--- config.mk ---
export PLATFORM = sky130hd
export DESIGN_NAME = vdf_square_sched
export DESIGN_NICKNAME = d
export VERILOG_FILES = /design/src/rtl/vdf_square_sched.sv
export SDC_FILE = /design/constraint.sdc
export NUM_CORES = 1
export LEC_CHECK = 0
export CORE_AREA = 2 2 526 528
export CTS_CLUSTER_DIAMETER = 80
export DETAILED_ROUTE_END_ITERATION = 16
export DIE_AREA = 0 0 528 530
export DONT_BUFFER_PORTS = 1
export PLACE_DENSITY_LB_ADDON = 0.08
export SETUP_SLACK_MARGIN = 0.02
export SLEW_MARGIN = 20
export SYNTH_ARGS = -nofsm -noshare
export SYNTH_HDL_FRONTEND = slang
export SYNTH_SLANG_ARGS = --single-unit
--- constraint.sdc ---
create_clock -name i_clk -period 4.2 [get_ports i_clk]
set_clock_uncertainty 0.2 [all_clocks]
set_input_delay 1.05 -clock i_clk [delete_from_list [all_inputs] [get_ports i_clk]]
set_output_delay 1.05 -clock i_clk [all_outputs]
set_load 0.05 [all_outputs]
--- src/rtl/vdf_square_sched.sv ---
// vdf_square_sched: sequences T back-to-back modular squarings on one
// pipelined multiplier, feeding each result back as the next operand, and
// returns x^(2^T) on a valid/ready result port.
// Optional build macro VDF_SQ_SCHED_TIMEOUT_EN adds a WAIT-state watchdog
// that aborts a job after TIMEOUT cycles without a multiplier result
// (result flagged with o_err). Without the macro o_err is tied low and
// WAIT persists until the multiplier answers.
module vdf_square_sched #(
  parameter int unsigned BITS    = 256,
  parameter int unsigned CNT_W   = 32,
  parameter int unsigned TIMEOUT = 64
) (
  input  logic             i_clk,
  input  logic             i_rst,
  // request side
  input  logic             i_val,
  output logic             o_rdy,
  input  logic [BITS-1:0]  i_dat,
  input  logic [CNT_W-1:0] i_iter,
  // result side
  output logic             o_val,
  input  logic             i_rdy,
  output logic [BITS-1:0]  o_dat,
  output logic             o_err,
  output logic [CNT_W-1:0] o_iter_cnt,
  output logic             o_busy,
  // multiplier operand side
  output logic             o_mul_val,
  input  logic             i_mul_rdy,
  output logic [BITS-1:0]  o_mul_dat_a,
  output logic [BITS-1:0]  o_mul_dat_b,
  // multiplier result side
  input  logic             i_mul_val,
  output logic             o_mul_rdy,
  input  logic [BITS-1:0]  i_mul_dat
);

  typedef enum logic [1:0] {
    S_IDLE  = 2'd0,
    S_ISSUE = 2'd1,
    S_WAIT  = 2'd2,
    S_DONE  = 2'd3
  } state_t;

  state_t           state_q;
  state_t           state_d;
  logic [BITS-1:0]  val_q;
  logic [BITS-1:0]  val_d;
  logic [CNT_W-1:0] rem_q;
  logic [CNT_W-1:0] rem_d;
  logic [CNT_W-1:0] cnt_q;
  logic [CNT_W-1:0] cnt_d;

`ifdef VDF_SQ_SCHED_TIMEOUT_EN
  localparam int unsigned TMO_W = (TIMEOUT > 1) ? $clog2(TIMEOUT) : 1;

  logic [TMO_W-1:0] tmo_q;
  logic [TMO_W-1:0] tmo_d;
  logic             err_q;
  logic             err_d;
  logic             tmo_hit;

  // Last WAIT cycle before the watchdog fires; DONE follows TIMEOUT cycles after WAIT entry
  assign tmo_hit = (tmo_q == TMO_W'(TIMEOUT - 1));
  assign o_err   = err_q;
`else
  // TIMEOUT only shapes the watchdog build; nothing is generated here
  if (TIMEOUT == 0) begin : g_timeout_unused
  end
  assign o_err = 1'b0;
`endif

  // Operands always come straight from the value register, so A and B are identical
  assign o_mul_dat_a = val_q;
  assign o_mul_dat_b = val_q;
  assign o_iter_cnt  = cnt_q;

  // State register
  always_ff @(posedge i_clk) begin
    if (i_rst) begin
      state_q <= S_IDLE;
    end else begin
      state_q <= state_d;
    end
  end

  // Next-state and datapath update decode
  always_comb begin
    state_d = state_q;
    val_d   = val_q;
    rem_d   = rem_q;
    cnt_d   = cnt_q;
`ifdef VDF_SQ_SCHED_TIMEOUT_EN
    tmo_d   = tmo_q;
    err_d   = err_q;
`endif
    unique case (state_q)
      S_IDLE: begin
        if (i_val) begin
          val_d   = i_dat;
          rem_d   = i_iter;
          cnt_d   = '0;
`ifdef VDF_SQ_SCHED_TIMEOUT_EN
          err_d   = 1'b0;
`endif
          state_d = (i_iter == '0) ? S_DONE : S_ISSUE;
        end
      end
      S_ISSUE: begin
        if (i_mul_rdy) begin
          rem_d   = rem_q - CNT_W'(1);
`ifdef VDF_SQ_SCHED_TIMEOUT_EN
          tmo_d   = '0;
`endif
          state_d = S_WAIT;
        end
      end
      S_WAIT: begin
        if (i_mul_val) begin
          val_d   = i_mul_dat;
          cnt_d   = cnt_q + CNT_W'(1);
          state_d = (rem_q == '0) ? S_DONE : S_ISSUE;
        end
`ifdef VDF_SQ_SCHED_TIMEOUT_EN
        else if (tmo_hit) begin
          err_d   = 1'b1;
          state_d = S_DONE;
        end else begin
          tmo_d   = tmo_q + TMO_W'(1);
        end
`endif
      end
      S_DONE: begin
        if (i_rdy) begin
          state_d = S_IDLE;
        end
      end
      default: begin
        state_d = S_IDLE;
      end
    endcase
  end

  // Datapath registers: running value, remaining squarings, completed squarings
  always_ff @(posedge i_clk) begin
    if (i_rst) begin
      val_q <= '0;
      rem_q <= '0;
      cnt_q <= '0;
    end else begin
      val_q <= val_d;
      rem_q <= rem_d;
      cnt_q <= cnt_d;
    end
  end

`ifdef VDF_SQ_SCHED_TIMEOUT_EN
  // Watchdog counter and abort flag
  always_ff @(posedge i_clk) begin
    if (i_rst) begin
      tmo_q <= '0;
      err_q <= 1'b0;
    end else begin
      tmo_q <= tmo_d;
      err_q <= err_d;
    end
  end
`endif

  // Handshake/status outputs registered from the next state: no input-to-output path
  always_ff @(posedge i_clk) begin
    if (i_rst) begin
      o_rdy     <= 1'b1;
      o_busy    <= 1'b0;
      o_mul_val <= 1'b0;
      o_mul_rdy <= 1'b0;
      o_val     <= 1'b0;
      o_dat     <= '0;
    end else begin
      o_rdy     <= (state_d == S_IDLE);
      o_busy    <= (state_d != S_IDLE);
      o_mul_val <= (state_d == S_ISSUE);
      o_mul_rdy <= (state_d == S_WAIT);
      o_val     <= (state_d == S_DONE);
      if ((state_d == S_DONE) && (state_q != S_DONE)) begin
        o_dat <= val_d;
      end
    end
  end

endmodule

==> out/qor.yml <==
clkSinkCount: 583
yosysWarningCount: 0
grt_start_max_net_pins: 559
worstPathMaxFanout: 140
finalWirelength_microns: 163000
die_area_sq_mm: 0.280
synth_flop_cell: "dfxtp_1"
synth_area_sq_mm: 0.0264
postCtsSetupBuffers: 0
fin_area_sq_mm: 0.0327
hold_depth: 1
ys_async_sr_fraction_pct: 0
dr.pass1.iters: 5
fmax_mhz: 274
viasPerCell: 3.12
dp.cells: 6033
cts_max_path_buffers: 3
critPathLaunchType: "flip-flop"
max-cap-violations: 0
overflow: 0
yosysSeqAreaShare_pct: 44.2
hp-class: "primary input to flip-flop"
synth_top_family_by_area: "compound AO/OA/AOI/OAI gates"
fin_cells: 6207
drc: 0
synth_compound_area_share_pct: 15.0
syn_inst: 2725
synth_edf_count: 0
ctsHoldBuffers: 0
endpoint_kind: "flip-flop"
p_per_area_mw_per_mm2: 520
synthSimpleGateAreaFrac_pct: 14.6
htree_num_levels: 3
worstSetupPathType: "flip-flop to flip-flop"
synth-xor-area-share_pct: 0.697
yosys.area_share.adder_pct: 0.142
syn_to_final_growth_pct: 23.7
gp_congestion: 0.800
ctsRootBufferMaster: "clkbuf_16"
drt_iter0_markers: 854
status: "completed"
routedWlPerCell_microns: 26.2
die_y_microns: 530
dp_hpwl_microns: 126000
nFillCells: 31320
post-route-min-period_ns: 3.66
fin_setup_tns_ns: 0
path_clk_slew_ns: 0.06
ant_nets: 0
grt_pass1_wl_microns: 207000
cts_tree: "done"
ys_seq_elements: 583
setup_viol: 0
cp.arrival_ns: 4.04
port_buffers: 0
coreArea_sq_mm: 0.275
multi_input_area_sq_mm: 0.0118
clock_latency_ns: 0.70
area.sequential_sq_mm: 0.0117
ios: 1356
synth_mux_area_share_pct: 14.1
syn-num-nets: 3278
num_rows: 193
cp.required_ns: 4.59
syn-mean-instance-area_sq_um: 9.69
grt_usage_pct: 11.0
die_w_microns: 528
dpl_cell_area_sq_mm: 0.0295
first_global_vias: 19794
min_period_over_period_pct: 87.0
cts_made_buffers: 89
max_slew_margin_pct: 18.9
peakVddDrop_mv: 0.258
vias: 19341
finalMaxSlewViolations: 0
final_hold_viol_count: 0
ys_types: 61
leakagePower_nw: 11.8
rsz0062_at_grt: "false"
num-nets-final: 3073
antenna_found_initial: 23
tightest_slew_ns: 1.22
cts_resized: 0
r2r_cells: 7
finalPower_mw: 17.0
initial_utilization_pct: 9.61
drive_gt1_share_pct: 21.9
[final timing paths]
path	slack, ns	startpoint	endpoint
min	0.28	i_rst	o_mul_dat_a[217]
max	0.54	state_q[0]	o_dat[228]
min reg2reg	0.29	o_mul_dat_a[30]	o_mul_dat_a[30]
max reg2reg	0.54	state_q[0]	o_dat[228]
[report_power, final]
part	internal [mW]	switching [mW]	total, mW
logic	0.461	1.52	1.98
registers	5.77	1.27	7.04
clock network	4.76	3.19	7.95
total	11.0	5.98	17.0
[synthesized netlist by cell type, drive strengths merged (6+ instances only)]
master / n / area share, %
nor4: 20 / 0.64
nand2b: 8 / 0.19
mux2: 256 / 14
clkbuf: 125 / 1.8
nor2b: 260 / 6.2
nor2: 54 / 0.77
a31oi: 6 / 0.14
o21ai: 33 / 0.63
or3: 13 / 0.31
a21oi: 296 / 5.6
and2: 9 / 0.21
mux2i: 9 / 0.34
nor3: 14 / 0.28
nand4: 21 / 0.50
a22oi: 264 / 7.5
inv: 8 / 0.11
and3: 11 / 0.26
nand2: 296 / 4.2
dfxtp: 583 / 44
buf: 336 / 9.4
nand3: 20 / 0.38
xor2: 19 / 0.63
a211oi: 7 / 0.20
[state kept, by name (all words and copies together) (netlist names)]
register,count
o_dat,256
o_mul_dat_a,256
o_iter_cnt,32
rem_q,32
state_q,2
o_busy,1
o_mul_rdy,1
o_mul_val,1
o_rdy,1
o_val,1
[layout make-up]
type / instances / area share [%]
clock buffers: 130 / 8.00
repair buffers: 165 / 4.61
inverters: 8 / 0.0919
well taps: 3607 / 13.8
multi-input cells: 1673 / 36.2
clock inverters: 31 / 1.38
diodes: 10 / 0.0766
flip-flops and latches: 583 / 35.9
[worst max-delay path, cell delays in order (launching register included)]
cell and delay [ns]:
dfxtp_1 0.73, nor3b_2 0.17, buf_4 0.22, buf_12 0.17, a22oi_1 0.99, buf_4 0.22
a21oi_1 0.06, mux2_1 0.31
[placed cells by master (no fill, tap or decap), drive strengths merged, types with 12 or more instances in the layout]
cell type,n
a21oi,296
a22oi,264
buf,165
clkbuf,130
clkinv,14
dfxtp,583
inv,12
mux2,256
nand2,296
nand3,20
nand4,21
nor2,54
nor2b,260
nor3,14
nor4,20
o21ai,33
or3,13
xor2,19
[cells by family after synthesis]
family | Yosys count
muxes | 265
DFF | 583
xor gates and xnor gates | 21
buffers and inverters | 469
adders and majority gates | 3
other | 1
and+or+nand+nor | 746
AOI/OAI and AO/OA | 637
[metrics by stage]
step | hold WS, ns | setup WS, ns | utilization, %
finish | 0.282 | 0.545 | 11.9
global route | 0.167 | 0.630 | 11.9
CTS | 0.231 | 0.840 | 11.8
detailed placement | 0.286 | 0.536 | 10.7
global placement | 0.294 | 0.426 | 10.7
floorplan | 0.276 | 1.28 | -
[metal layers]
layer,share of wire (%),GRT usage (%),vias up
li1,-,-,8891
met1,36,11.4,9312
met2,51,19.7,973
met3,11,5.37,161
met4,2.2,2.79,4
met5,0.018,0,-
(Power assumes the default switching activity.)
